**src/rtl/neuron_param_loader_pkg.sv**
```systemverilog
// Shared types and default sizing for the neuron parameter loader.
// Holds the FSM state encoding and frame-geometry helpers.
package neuron_param_loader_pkg;

  localparam int K_DEF   = 4;
  localparam int N_DEF   = 4;
  localparam int B_DEF   = 4;
  localparam int M_DEF   = 4;
  localparam int W_DEF   = 4;
  localparam int GAP_DEF = 2;

  localparam int FRAME_WORDS = 2*M_DEF + 1;
  localparam int IDX_W       = $clog2(FRAME_WORDS);

  typedef enum logic [1:0] {
    COLLECT = 2'd0,
    LOAD    = 2'd1,
    GAP     = 2'd2,
    DROP    = 2'd3
  } state_e;

  function automatic int frame_words(input int mm);
    return 2*mm + 1;
  endfunction

  function automatic int idx_width(input int mm);
    return $clog2(2*mm + 1);
  endfunction

endpackage

```
**src/rtl/neuron_param_loader.sv**
```systemverilog
// Assembles m activations, m weights and a bias from a word stream
// and presents them to the neuron with a one-cycle load_params strobe.
//
// Ports:
//   clk, rstn            clock, async active-low reset
//   in_data/valid/last   input word stream; in_ready = accept
//   activation_input     m*k packed activations (elem i at [i*k +: k])
//   weight               m*n packed weights     (elem j at [j*n +: n])
//   bias                 b-bit bias
//   load_params          one-cycle load strobe
//   frame_err            one-cycle framing-error pulse
//   frame_cnt            frames loaded, wraps
module neuron_param_loader
  import neuron_param_loader_pkg::*;
#(
  parameter int k          = K_DEF,
  parameter int n          = N_DEF,
  parameter int b          = B_DEF,
  parameter int m          = M_DEF,
  parameter int W          = W_DEF,
  parameter int GAP_CYCLES = GAP_DEF
) (
  input  logic           clk,
  input  logic           rstn,
  input  logic [W-1:0]   in_data,
  input  logic           in_valid,
  input  logic           in_last,
  output logic           in_ready,
  output logic [m*k-1:0] activation_input,
  output logic [m*n-1:0] weight,
  output logic [b-1:0]   bias,
  output logic           load_params,
  output logic           frame_err,
  output logic [15:0]    frame_cnt
);

  localparam int IW = idx_width(m);
  localparam logic [IW-1:0] LAST_IDX = IW'(frame_words(m) - 1);
  localparam int GW = (GAP_CYCLES > 1) ? $clog2(GAP_CYCLES) : 1;
  localparam logic [GW-1:0] GAP_INIT =
    GW'((GAP_CYCLES > 0) ? GAP_CYCLES - 1 : 0);

  state_e          state_q, state_d;
  logic [IW-1:0]   idx_q, idx_d;
  logic [GW-1:0]   gap_q, gap_d;
  logic            ready_q, ready_d;
  logic            load_q, load_d;
  logic            err_q, err_d;
  logic [15:0]     cnt_q, cnt_d;

  logic [m*k-1:0]  act_sh_q, act_q;
  logic [m*n-1:0]  wt_sh_q, wt_q;
  logic [b-1:0]    bias_q;

  logic            acc;
  logic            wr;
  logic            fire;

  assign acc = in_valid & ready_q;

  always_comb begin
    state_d = state_q;
    idx_d   = idx_q;
    gap_d   = gap_q;
    load_d  = 1'b0;
    err_d   = 1'b0;
    cnt_d   = cnt_q;
    wr      = 1'b0;
    fire    = 1'b0;
    unique case (state_q)
      COLLECT: begin
        if (acc) begin
          if (idx_q != LAST_IDX) begin
            if (in_last) begin
              err_d = 1'b1;
              idx_d = '0;
            end else begin
              wr    = 1'b1;
              idx_d = idx_q + 1'b1;
            end
          end else begin
            idx_d = '0;
            if (in_last) begin
              fire    = 1'b1;
              load_d  = 1'b1;
              cnt_d   = cnt_q + 16'd1;
              state_d = LOAD;
            end else begin
              err_d   = 1'b1;
              state_d = DROP;
            end
          end
        end
      end
      LOAD: begin
        gap_d   = GAP_INIT;
        state_d = (GAP_CYCLES > 0) ? GAP : COLLECT;
      end
      GAP: begin
        if (gap_q == '0) begin
          state_d = COLLECT;
        end else begin
          gap_d = gap_q - 1'b1;
        end
      end
      DROP: begin
        if (acc && in_last) begin
          state_d = COLLECT;
        end
      end
    endcase
    // Registered ready: follows the state being entered, so it
    // stays low throughout reset and never sees input timing.
    ready_d = (state_d == COLLECT) || (state_d == DROP);
  end

  always_ff @(posedge clk or negedge rstn) begin
    if (!rstn) begin
      state_q <= COLLECT;
      idx_q   <= '0;
      gap_q   <= '0;
      ready_q <= 1'b0;
      load_q  <= 1'b0;
      err_q   <= 1'b0;
      cnt_q   <= '0;
    end else begin
      state_q <= state_d;
      idx_q   <= idx_d;
      gap_q   <= gap_d;
      ready_q <= ready_d;
      load_q  <= load_d;
      err_q   <= err_d;
      cnt_q   <= cnt_d;
    end
  end

  always_ff @(posedge clk or negedge rstn) begin
    if (!rstn) begin
      act_sh_q <= '0;
      wt_sh_q  <= '0;
      act_q    <= '0;
      wt_q     <= '0;
      bias_q   <= '0;
    end else begin
      if (wr) begin
        for (int i = 0; i < m; i++) begin
          if (idx_q == IW'(i)) begin
            act_sh_q[i*k +: k] <= in_data[k-1:0];
          end
          if (idx_q == IW'(m + i)) begin
            wt_sh_q[i*n +: n] <= in_data[n-1:0];
          end
        end
      end
      // Bias goes straight to the output; it is the last word.
      if (fire) begin
        act_q  <= act_sh_q;
        wt_q   <= wt_sh_q;
        bias_q <= in_data[b-1:0];
      end
    end
  end

  assign in_ready         = ready_q;
  assign activation_input = act_q;
  assign weight           = wt_q;
  assign bias             = bias_q;
  assign load_params      = load_q;
  assign frame_err        = err_q;
  assign frame_cnt        = cnt_q;

endmodule
```
**config.mk**
```make
export PLATFORM = sky130hd
export DESIGN_NAME = neuron_param_loader
export DESIGN_NICKNAME = d
export VERILOG_FILES = /design/src/rtl/neuron_param_loader_pkg.sv /design/src/rtl/neuron_param_loader.sv
export SDC_FILE = /design/constraint.sdc
export NUM_CORES = 1
export LEC_CHECK = 0
export CAP_MARGIN = 20
export CORE_AREA = 2 2 90 92
export DETAILED_ROUTE_END_ITERATION = 6
export DIE_AREA = 0 0 92 94
export GPL_TIMING_DRIVEN = 0
export PLACE_DENSITY = 0.74
export RECOVER_POWER = 50
export SYNTH_ARGS = -nofsm -noshare
export SYNTH_HDL_FRONTEND = slang
export SYNTH_SLANG_ARGS = --single-unit
```
**constraint.sdc**
```tcl
create_clock -name clk -period 2.7 [get_ports clk]
set_input_delay 0.27 -clock clk [delete_from_list [all_inputs] [get_ports clk]]
set_output_delay 0.27 -clock clk [all_outputs]
set_load 0.05 [all_outputs]
```
* Word level (Yosys, flattened, before mapping) *
Index checks and enable logic that the tools add are counted.

word-level totals
  register bits after elaboration = 94
  input port bits = 8
  output and inout bits = 55
  word-level logic and storage cells = 72

cells by class
  $add $sub $neg = 3
  equality and inequality tests = 12
  multiplexer cells = 21
  bitwise gates (word level) = 2
  reductions and logical operators = 16

operator list
  kind                                                              number
  2-bit AND reduction                                               9
  16-bit by 1-bit adder with 16-bit output (second input constant)  1
  4-bit by 3-bit == test with 1-bit output (second input constant)  4
  1-bit 2-to-1 mux                                                  12
  2-bit 2-to-1 mux                                                  5
  4-bit by 2-bit == test with 1-bit output (second input constant)  2
  4-bit 2-to-1 mux                                                  2
  2-bit case mux with 4 select lines                                1
  2-bit == test (second input constant)                             3
  4-bit by 1-bit adder with 4-bit output (second input constant)    1
  4-bit by 1-bit == test with 1-bit output (second input constant)  1
  2-bit logical NOT                                                 2
  4-bit logical NOT                                                 1
  4-bit != test (second input constant)                             1
  4-bit AND reduction                                               1
  2-bit by 1-bit == test with 1-bit output (second input constant)  1
  1-bit case mux with 2 select lines                                1
  2-bit nonzero test                                                1
  1-bit bitwise AND                                                 1
  1-bit logical AND                                                 1
  1-bit logical OR                                                  1
  1-bit inverter                                                    1
  1-bit subtractor (second input constant)                          1

* Depth between registers and ports, before layout *
Gate-level depths: netlist of the first run.

  word-level depth = 6
  depth in mapped cells = 10
  gate-level depth less buffers = 8

* Least setup slack after synthesis of the first run *
OpenSTA, ideal clock, no wires.

  path type = register to register
  start = register idx_q[0]
  end = register act_sh_q[0]
  library setup time = 0.125 ns
  data arrival time = 2.191 ns
  required time = 2.575 ns
  path slack = 0.384 ns
  cell stages (with the launch flop) = 10
  path buffers = 1
  clock period less this slack = 2.316 ns
  cell sequence = dfrtp_1 inv_1 ha_1 and3b_1 buf_6 inv_1 ha_1 nand2_1 nor4_1 mux2_2

on the way
  word-level cells in the longest chain between the ends = 5
  elaborated cells between the ends (all ways) = 6

ends and longest elaborated chain
  element                                   line                        text
  from (decl)                               neuron_param_loader.sv:44   logic [IW-1:0] idx_q, idx_d;
  from (signal assigned)                    neuron_param_loader.sv:128  idx_q <= idx_d;
  4-bit != test                             neuron_param_loader.sv:73   if (idx_q != LAST_IDX) begin
  1-bit 2-to-1 mux                          neuron_param_loader.sv:73
  1-bit 2-to-1 mux                          neuron_param_loader.sv:72   if (acc) begin
  1-bit 2-to-1 mux                          neuron_param_loader.sv:70   unique case (state_q)
  2-bit AND reduction (no source line) (*)  -
  to (signal, indexed assignment)           neuron_param_loader.sv:148  act_sh_q[i*k +: k] <= in_data[k-1:0];
  to (decl)                                 neuron_param_loader.sv:51   logic [m*k-1:0] act_sh_q, act_q;

Every way passes the cells marked *; elsewhere a longest branch is shown, timed or not.
A chain may end at the register's enable or synchronous reset.

* Final worst setup path of the first run *
  start = register idx_q[0]
  end = register act_sh_q[3]

The elaborated chain is that of the path after synthesis.

==> impl_metrics.tcl, run 1 <==
set metrics [dict create \
    status "completed" \
    grt-ovfl-total 0 \
    drt_initial_violations 161 \
    synth_commonest_cells "sky130_fd_sc_hd__nand2_1, sky130_fd_sc_hd__dfrtp_1, sky130_fd_sc_hd__mux2_2, sky130_fd_sc_hd__inv_1" \
    synth_top_cells_by_area "sky130_fd_sc_hd__dfrtp_1, sky130_fd_sc_hd__nand2_1, sky130_fd_sc_hd__mux2_2" \
    num-fill-cells 637 \
    grt_usage_pct 19.3 \
    synthesized_area_fraction_occupied_by_xor_and_xnor_cells_pct 3.33 \
    synth_top_family_by_area "simple AND/OR/NAND/NOR gates" \
    final_design_area_no_fill_sq_um 4930 \
    cts.root.buffer_cell "sky130_fd_sc_hd__clkbuf_8" \
    start_util_pct 51.8 \
    drive_gt1_share_pct 15.1 \
    proportion_of_synthesized_chip_area_in_sequential_cells_pct 59.7 \
    crit_start "idx_q[0]$_DFFE_PN0P_" \
    cts_max_level 3 \
    max-vdd-ir-drop_uv 511 \
    detail_route.wl_per_cell_microns 14.2 \
    power.static_leakage_uw 0.00245 \
    clock-sinks 94 \
    finalWirelength_microns 7690 \
    timing.final.crit_period_ns 2.52 \
    route.detailed.vias_per_inst 5.19 \
    flow.area_growth_from_synthesis_pct 25.1 \
    place_worst_setup_slack_ns -0.0728 \
    post_synth.cell_area_avg_sq_um 11.0 \
    report.final.setup_viol 0 \
    die_x_extent_microns 92 \
    drt_drc_violations_left 0 \
    critPathKind "flop to flop" \
    antenna_found_initial 0 \
    post_cts_setup_repair_bufs 0 \
    clock_tree_skew_after_final_layout_ns 0.0107 \
    netlist_instances 358 \
    post-synth-top-area-fraction_pct 59.7 \
    period_share_pct 93.5 \
    synth-compound-area-share_pct 2.45 \
    synth.cell_area_sq_um 3940 \
    max_slew_margin_pct 24.9 \
    yosys-mux-area-fraction_pct 9.65 \
    synth_nets 375 \
    post-dp-hpwl_microns 5440 \
    synthMostInstantiatedCell "sky130_fd_sc_hd__nand2_1" \
    report.final.slew_viol_count 0 \
    worst_setup_hold_path_clk_slew_ns 0.09 \
    diodes 0 \
    synth.largest_area_cell "sky130_fd_sc_hd__dfrtp_1" \
    critPathMaxFanout 7 \
    buffer_ports.inserted 62 \
    placeable_core_region_sq_um 7610 \
    slew_at_the_pin_closest_to_its_max_slew_limit_ns 1.13 \
    maximum_number_of_pins_on_one_net_before_global_route_repair 53 \
    timing.final.hold_violations 0 \
    power_per_cell_area_nw_per_um2 956 \
    number_of_optimization_iterations_in_the_first_detailed_route_pass 4 \
    later_pin_clock_latency_in_the_skew_report_ns 0.36 \
    floorplan.die_area_sq_um 8650 \
    final_antenna_net_count 0 \
    fp-row-count 32 \
    min-delay-start "wt_sh_q[10]$_DFFE_PN0P_" \
    ctsLongestPathBuffers 2 \
    floorplan.die.height_microns 94 \
    grt_first_pass_wirelength_microns 13000 \
    gp_congestion 0.773 \
    ports_placed_on_the_boundary 63 \
    synth-seq-cells 94 \
    via_count_of_the_routed_design 2801 \
    worstPathArrival_ns 2.77 \
    rsz0062_at_grt "false" \
    nets 450 \
    synth_simple_gate_area_share_pct 19.0 \
    finalSetupTns_ns 0 \
    clock_tree_from_tritoncts "built" \
    post_synth_num_cell_types 32 \
    hold_path_class "flop to flop" \
    async_set_or_reset_register_ratio_after_synthesis_pct 100 \
    count_of_yosys_warnings_during_synthesis 0 \
    setup_crit_end_kind "flop" \
    timing.critical_path.required_ns 2.94 \
    achievable-frequency_mhz 396 \
    cts_bufs_inserted 9 \
    rr_startpoint "idx_q[0]$_DFFE_PN0P_" \
    maxCapViolations 0 \
    post_route_setup_slack_ns 0.176 \
    finish.utilization_pct 64.8 \
    synth_adder_area_share_pct 2.86 \
    number_of_enable_flip_flop_cells_after_synthesis 0 \
    crit_path_start_kind "flop" \
    postPlaceCellArea_sq_um 4710 \
    postSynth.topFlopCell "sky130_fd_sc_hd__dfrtp_1" \
    vias_in_the_first_global_route 2758 \
]
[flip-flops by register name, indices dropped and copies added (netlist names)]
| name | cells |
|---|---|
| bias | 4 |
| idx_q | 4 |
| activation_input | 16 |
| gap_q | 1 |
| act_sh_q | 16 |
| state_q | 2 |
| in_ready | 1 |
| weight | 16 |
| frame_cnt | 16 |
| load_params | 1 |
| wt_sh_q | 16 |
| frame_err | 1 |
[cell usage in the layout (no fill, tap or decap), types with 2 or more instances in the layout]
| cell | synthesis | final |
|---|---|---|
| sky130_fd_sc_hd__clkinvlp_4 | 0 | 2 |
| sky130_fd_sc_hd__o21ai_0 | 6 | 6 |
| sky130_fd_sc_hd__nand3_1 | 8 | 9 |
| sky130_fd_sc_hd__ha_1 | 9 | 9 |
| sky130_fd_sc_hd__dfrtp_1 | 94 | 94 |
| sky130_fd_sc_hd__clkdlybuf4s50_1 | 0 | 41 |
| sky130_fd_sc_hd__clkbuf_1 | 4 | 6 |
| sky130_fd_sc_hd__nor4_1 | 8 | 4 |
| sky130_fd_sc_hd__dlygate4sd3_1 | 0 | 21 |
| sky130_fd_sc_hd__nand3b_1 | 2 | 2 |
| sky130_fd_sc_hd__a22oi_1 | 2 | 2 |
| sky130_fd_sc_hd__clkbuf_8 | 0 | 9 |
| sky130_fd_sc_hd__mux2i_1 | 2 | 2 |
| sky130_fd_sc_hd__nor2_1 | 7 | 7 |
| sky130_fd_sc_hd__mux2_2 | 32 | 32 |
| sky130_fd_sc_hd__xnor2_1 | 6 | 6 |
| sky130_fd_sc_hd__bufinv_16 | 0 | 2 |
| sky130_fd_sc_hd__buf_2 | 5 | 6 |
| sky130_fd_sc_hd__nor4_2 | 1 | 5 |
| sky130_fd_sc_hd__and4_1 | 3 | 3 |
| sky130_fd_sc_hd__buf_6 | 2 | 2 |
| sky130_fd_sc_hd__inv_1 | 11 | 11 |
| sky130_fd_sc_hd__nand2_1 | 122 | 122 |
| sky130_fd_sc_hd__xor2_1 | 9 | 9 |
| sky130_fd_sc_hd__nand4_1 | 6 | 6 |
| sky130_fd_sc_hd__a21oi_1 | 2 | 2 |
| sky130_fd_sc_hd__nor3_1 | 5 | 5 |
[layout make-up]
| class | count | area (sq um) | area share [%] |
|---|---|---|---|
| Clock inverter | 6 | 95.1 | 1.93 |
| Buffer | 13 | 73.8 | 1.50 |
| Multi-Input combinational cell | 240 | 1480 | 30.1 |
| Tap cell | 102 | 128 | 2.59 |
| Inverter | 11 | 41.3 | 0.838 |
| Clock buffer | 10 | 128 | 2.59 |
| Sequential cell | 94 | 2350 | 47.7 |
| Timing Repair Buffer | 64 | 631 | 12.8 |
[kinds of logic after synthesis]
logic type | count (synthesis)
and+or+nand+nor | 167
DFF | 94
muxes | 34
buffers and inverters | 24
AOI/OAI and AO/OA | 15
xor gates and xnor gates | 15
adders and majority gates | 9
[timing repair]
item / CTS / global route
setup endpoints to repair: 8 / 8
resized for setup: 2 / 2
hold buffers: 1 / 0
hold endpoints to repair: 42 / 0
pin swaps: 0 / 0
[critical path, cell delays in order (launching register included)]
cell and delay (ns):
sky130_fd_sc_hd__dfrtp_1 0.43, sky130_fd_sc_hd__inv_1 0.12, sky130_fd_sc_hd__ha_1 0.24, sky130_fd_sc_hd__and3b_1 0.19, sky130_fd_sc_hd__buf_6 0.13, sky130_fd_sc_hd__inv_1 0.10, sky130_fd_sc_hd__ha_1 0.23, sky130_fd_sc_hd__nand2_1 0.11
sky130_fd_sc_hd__nor4_2 0.45, sky130_fd_sc_hd__mux2_2 0.40
[metrics by stage]
step	hold slack, ns	std cells	power, uW
after floorplan	-0.0256	358	3220
after global placement	0.445	522	3690
after detailed placement	0.295	523	3760
after CTS	0.442	540	4790
after global routing	0.490	540	4980
final	0.469	540	4710
[metal layers]
layer	share of wire, %	vias to the layer above	GRT usage [%]	routed length, microns
met4	2.0	0	8.71	151
li1	-	1351	-	-
met3	2.8	11	2.17	218
met1	45	1379	24.9	3440
met2	51	60	33.0	3890
met5	0	-	0	0
[worst paths after layout]
path / to / slack (ns) / depth (start not counted)
worst max-delay path: act_sh_q[3]$_DFFE_PN0P_ / 0.18 / 9
worst min-delay path: weight[10]$_DFFE_PN0P_ / 0.47 / 2
worst max register to register: act_sh_q[3]$_DFFE_PN0P_ / 0.18 / 9
worst min register to register: weight[10]$_DFFE_PN0P_ / 0.47 / 2
max in group asynchronous: idx_q[3]$_DFFE_PN0P_ / 0.44 / 3
min in group asynchronous: gap_q$_DFFE_PN0P_ / 0.60 / 2
[power by group]
group | internal, uW | leakage (uW) | switching, uW
combinational | 615 | 0.00109 | 1020
sequential | 1810 | 0.00125 | 241
clock | 530 | 0.000105 | 493
Power figures use the tool's default switching activity.
==> run 2, diff against run 1 <==
- ABC_CLOCK_PERIOD_IN_PS: default -> 2700
- PLACE_DENSITY: 0.74 -> 0.73
==> impl_metrics.tcl, run 2 (synthesis results as in run 1) <==
set metrics [dict create \
    status "completed" \
    num-fill-cells 614 \
    layout.area.seq_sq_um 2350 \
    rsz0062_at_grt "false" \
    floorplan.die.height_microns 94 \
    hold_path_class "flop to flop" \
    vias_in_the_first_global_route 2739 \
    drive_gt1_share_pct 14.9 \
    detail_route.wl_per_cell_microns 14.5 \
    cts_max_level 3 \
    diodes 0 \
    crit_path_start_kind "flop" \
    drt_drc_violations_left 0 \
    gp_congestion 0.750 \
    placeable_core_region_sq_um 7610 \
    timing.final.crit_period_ns 2.49 \
    postPlaceCellArea_sq_um 4710 \
    grt-ovfl-total 0 \
    worst_path_max_delay_cell "sky130_fd_sc_hd__nor4_2" \
    floorplan.die_area_sq_um 8650 \
    cts_bufs_inserted 9 \
    list_of_cells_traversed_by_the_critical_path "inv_1 > ha_1 > and3b_1 > buf_6 > inv_1 > ha_1 > nand2_1 > nor4_2 > mux2_2" \
    maximum_number_of_pins_on_one_net_before_global_route_repair 58 \
    clock_tree_from_tritoncts "built" \
    start_util_pct 51.8 \
    fp-row-count 32 \
    worst_setup_hold_path_clk_slew_ns 0.09 \
    antenna_found_initial 0 \
    grt_first_pass_wirelength_microns 13400 \
    multi_input_comb_area_sq_um 1480 \
    final_antenna_net_count 0 \
    period_share_pct 92.1 \
    buffer_ports.inserted 62 \
    power.static_leakage_uw 0.00245 \
    crit_buf_inv 3 \
    via_count_of_the_routed_design 2745 \
    ports_placed_on_the_boundary 63 \
    route.detailed.vias_per_inst 5.09 \
    leading_cell_type_in_the_layout_fill_and_taps_excluded "sky130_fd_sc_hd__nand2_1" \
    die_x_extent_microns 92 \
    worstPathArrival_ns 2.74 \
    clock-sinks 94 \
    timing.critical_path.required_ns 2.95 \
    finalWirelength_microns 7800 \
    critPathMaxFanout 7 \
    clock_tree_skew_after_final_layout_ns 0.00819 \
    cp_top_family "simple AND/OR/NAND/NOR gates" \
    nets 450 \
    maxCapViolations 0 \
    later_pin_clock_latency_in_the_skew_report_ns 0.36 \
    achievable-frequency_mhz 402 \
    report.final.slew_viol_count 0 \
    ctsLongestPathBuffers 2 \
    grt_usage_pct 19.8 \
    drt_initial_violations 149 \
    flow.area_growth_from_synthesis_pct 25.2 \
    layout.cells.most_common_list "sky130_fd_sc_hd__nand2_1, sky130_fd_sc_hd__dfrtp_1, sky130_fd_sc_hd__clkdlybuf4s50_1, sky130_fd_sc_hd__mux2_2, sky130_fd_sc_hd__dlygate4sd3_1" \
    post-dp-hpwl_microns 5410 \
    max-vdd-ir-drop_uv 615 \
    max_slew_margin_pct 41.1 \
    final_design_area_no_fill_sq_um 4930 \
    setup_crit_end_kind "flop" \
    timing.final.hold_violations 0 \
    finish.utilization_pct 64.8 \
    crit_path_max_incr_delay_ns 0.43 \
    critPathKind "flop to flop" \
    report.final.setup_viol 0 \
    power_per_cell_area_nw_per_um2 959 \
    slew_at_the_pin_closest_to_its_max_slew_limit_ns 0.883 \
    cts.root.buffer_cell "sky130_fd_sc_hd__clkbuf_8" \
    number_of_optimization_iterations_in_the_first_detailed_route_pass 4 \
]
## run 2: where the power goes
group	internal [uW]	leakage (uW)	total (uW)	switching, uW
clock	568	0.000109	1030	466
sequential	1810	0.00125	2060	244
combinational	618	0.00109	1640	1020
total	3000	0.00245	4730	1730
## run 2: worst paths after layout
kind	from	endpoint	slack, ns	cells past startpoint
max in group asynchronous	rstn	wt_sh_q[9]$_DFFE_PN0P_	0.78	3
worst max register to register	idx_q[0]$_DFFE_PN0P_	act_sh_q[11]$_DFFE_PN0P_	0.21	9
worst min-delay path	wt_sh_q[0]$_DFFE_PN0P_	weight[0]$_DFFE_PN0P_	0.47	2
worst max-delay path	idx_q[0]$_DFFE_PN0P_	act_sh_q[11]$_DFFE_PN0P_	0.21	9
worst min register to register	wt_sh_q[0]$_DFFE_PN0P_	weight[0]$_DFFE_PN0P_	0.47	2
min in group asynchronous	rstn	frame_cnt[3]$_DFFE_PN0P_	0.57	2
## run 2: per-stage QoR
stage | total power, uW | instances | worst slack, ns | TNS, ns | hold WS, ns
final | 4730 | 539 | 0.212 | 0 | 0.470
after global routing | 4990 | 539 | 0.0406 | 0 | 0.490
after CTS | 4810 | 539 | 0.0321 | 0 | 0.420
after detailed placement | 3760 | 523 | -0.0258 | -0.0982 | 0.268
after global placement | 3700 | 522 | -2.05 | -192.84 | 0.446
after floorplan | 3220 | 358 | 0.384 | 0 | -0.0256
## run 2: worst min-delay path, cell delays in order, from the launching register on
cell,delay (ns)
sky130_fd_sc_hd__dfrtp_1,0.35
sky130_fd_sc_hd__nand2_1,0.05
sky130_fd_sc_hd__nand2_1,0.05
## run 2: area by class of cell
cell class	count	share of cell area, %
buffer	13	1.50
clock buffer	12	3.15
clock inverter	3	1.37
inverter	11	0.837
multi-input combinational	240	30.0
sequential	94	47.7
tap	102	2.59
timing repair buffer	64	12.8
## run 2: routing by layer
layer | GRT usage [%] | wire length [microns] | vias to the layer above | share of wire (%)
met1 | 26.9 | 3620 | 1355 | 46
met2 | 32.4 | 3850 | 45 | 49
met4 | 5.97 | 117 | 0 | 1.5
li1 | - | - | 1334 | -
met5 | 0 | 0 | - | 0
met3 | 4.33 | 215 | 11 | 2.8
## run 2: repair_timing
item                                   CTS  global route
endpoints found under the hold margin   37             0
buffers inserted                         0             0
hold buffers                             1             0
setup endpoints to repair                8             8
resized for setup                        2             2
==> run 3, diff against run 2 <==
- CORE_AREA: 2 2 90 92 -> 2 2 100 83
- DIE_AREA: 0 0 92 94 -> 0 0 102 85
- HOLD_SLACK_MARGIN: default -> 0.12
- SKIP_CTS_REPAIR_TIMING: default -> 1
==> impl_metrics.tcl, run 3 (synthesis results as in run 1) <==
set metrics [dict create \
    maxCapViolations 1 \
    post_route_setup_slack_ns 0.202 \
    grt_usage_pct 19.9 \
    timing.final.crit_period_ns 2.50 \
    worst_setup_hold_path_clk_slew_ns 0.09 \
    timing.final.hold_violations 0 \
    worstPathArrival_ns 2.75 \
    via_count_of_the_routed_design 2766 \
    cp_top_family "simple AND/OR/NAND/NOR gates" \
    start_util_pct 51.2 \
    max-vdd-ir-drop_uv 526 \
    leading_cell_type_in_the_layout_fill_and_taps_excluded "sky130_fd_sc_hd__nand2_1" \
    gp_congestion 0.891 \
    vias_in_the_first_global_route 2757 \
    maximum_number_of_pins_on_one_net_before_global_route_repair 68 \
    final_design_area_no_fill_sq_um 4960 \
    crit_path_start_kind "flop" \
    fp-row-count 29 \
    setup_crit_end_kind "flop" \
    finalWirelength_microns 8030 \
    violations "capacitance limit, slew limit" \
    critPathKind "flop to flop" \
    achievable-frequency_mhz 400 \
    cts.root.buffer_cell "sky130_fd_sc_hd__clkbuf_8" \
    crit_buf_inv 3 \
    route.detailed.vias_per_inst 5.07 \
    period_share_pct 92.5 \
    report.final.slew_viol_count 28 \
    detail_route.wl_per_cell_microns 14.7 \
    place_inst 529 \
    clock_tree_skew_after_final_layout_ns 0.00867 \
    cts_bufs_inserted 9 \
    place_worst_setup_slack_ns -0.0762 \
    crit_path_max_incr_delay_ns 0.43 \
    drt_initial_violations 128 \
    layout.cells.most_common_list "sky130_fd_sc_hd__nand2_1, sky130_fd_sc_hd__dfrtp_1, sky130_fd_sc_hd__clkdlybuf4s50_1, sky130_fd_sc_hd__mux2_2, sky130_fd_sc_hd__dlygate4sd3_1" \
    buffer_ports.inserted 62 \
    drt_drc_violations_left 0 \
    antenna_found_initial 0 \
    finish.utilization_pct 64.5 \
    floorplan.die_area_sq_um 8670 \
    max_slew_margin_pct -5.77 \
    die_x_extent_microns 102 \
    cts_max_level 3 \
    post-dp-hpwl_microns 5580 \
    worst_path_max_delay_cell "sky130_fd_sc_hd__nor4_2" \
    clock_tree_from_tritoncts "built" \
    final_antenna_net_count 0 \
    slew_at_the_pin_closest_to_its_max_slew_limit_ns 1.59 \
    rsz0062_at_grt "false" \
    grt_first_pass_wirelength_microns 13400 \
    nets 450 \
    flow.area_growth_from_synthesis_pct 26.0 \
    grt-ovfl-total 0 \
    ctsLongestPathBuffers 2 \
    critPathMaxFanout 7 \
    postPlaceCellArea_sq_um 4720 \
    placeable_core_region_sq_um 7690 \
    diodes 0 \
    report.final.setup_viol 0 \
    ports_placed_on_the_boundary 63 \
    list_of_cells_traversed_by_the_critical_path "inv_1 > ha_1 > and3b_1 > buf_6 > inv_1 > ha_1 > nand2_1 > nor4_2 > mux2_2" \
    later_pin_clock_latency_in_the_skew_report_ns 0.36 \
    power.static_leakage_uw 0.00246 \
    drive_gt1_share_pct 15.1 \
    post_layout_nonfiller_instances 546 \
    status "complete, but fails checks" \
    hold_path_class "flop to flop" \
    clock-sinks 94 \
    number_of_optimization_iterations_in_the_first_detailed_route_pass 4 \
    timing.critical_path.required_ns 2.95 \
    power_per_cell_area_nw_per_um2 957 \
    floorplan.die.height_microns 85 \
    finalSetupTns_ns 0 \
]
-- run 3: cell count changes in the layout (fill, tap and decap cells not counted), sizes merged --
cell and change:
clkbuf -4, inv +2, clkinv +2, buf +1
-- run 3: through the flow --
| step | total power, uW | hold slack (ns) |
|---|---|---|
| 2_1_floorplan | 3220 | -0.0256 |
| 3_3_place_gp | 3700 | 0.448 |
| 3_5_place_dp | 3770 | 0.218 |
| 4_1_cts | 4800 | -0.182 |
| 5_1_grt | 5020 | 0.495 |
| 6_report | 4750 | 0.474 |
-- run 3: where the power goes --
| part | switching, uW | internal [uW] | total (uW) |
|---|---|---|---|
| Clock | 499 | 525 | 1020 |
| Combinational | 1040 | 625 | 1670 |
| Sequential | 246 | 1810 | 2060 |
| Total | 1790 | 2960 | 4750 |
-- run 3: layout make-up --
type                            instances  area [sq um]
Clock buffer                            9           124
Inverter                               11          41.3
Multi-Input combinational cell        240          1490
Sequential cell                        94          2350
Clock inverter                          7          95.1
Fill cell                             653          2730
Timing Repair Buffer                   64           652
Tap cell                              108           135
Buffer                                 13          73.8
-- run 3: final timing paths --
path | from | end | slack, ns | cells past startpoint
hold reg to reg | activation_input[3]$_DFFE_PN0P_ | activation_input[3]$_DFFE_PN0P_ | 0.47 | 2
min in group asynchronous | rstn | frame_cnt[6]$_DFFE_PN0P_ | 0.85 | 2
setup reg to reg | idx_q[0]$_DFFE_PN0P_ | act_sh_q[9]$_DFFE_PN0P_ | 0.20 | 9
hold / removal | activation_input[3]$_DFFE_PN0P_ | activation_input[3]$_DFFE_PN0P_ | 0.47 | 2
max in group asynchronous | rstn | wt_sh_q[0]$_DFFE_PN0P_ | 0.84 | 3
setup / recovery | idx_q[0]$_DFFE_PN0P_ | act_sh_q[9]$_DFFE_PN0P_ | 0.20 | 9
-- run 3: worst min-delay path, delay by kind of cell, from the launching register on --
kind	cells	cell delay (ns)
DFF	1	0.34
and+or+nand+nor	2	0.10
-- run 3: layer usage --
layer | part of all wire, % | track usage [%] | up-vias | routed length (microns)
li1 | - | - | 1342 | -
met2 | 48 | 30.9 | 56 | 3870
met1 | 47 | 28.5 | 1364 | 3810
met5 | 0 | 0 | - | 0
met4 | 0.55 | 4.73 | 0 | 44
met3 | 3.8 | 5.02 | 4 | 304
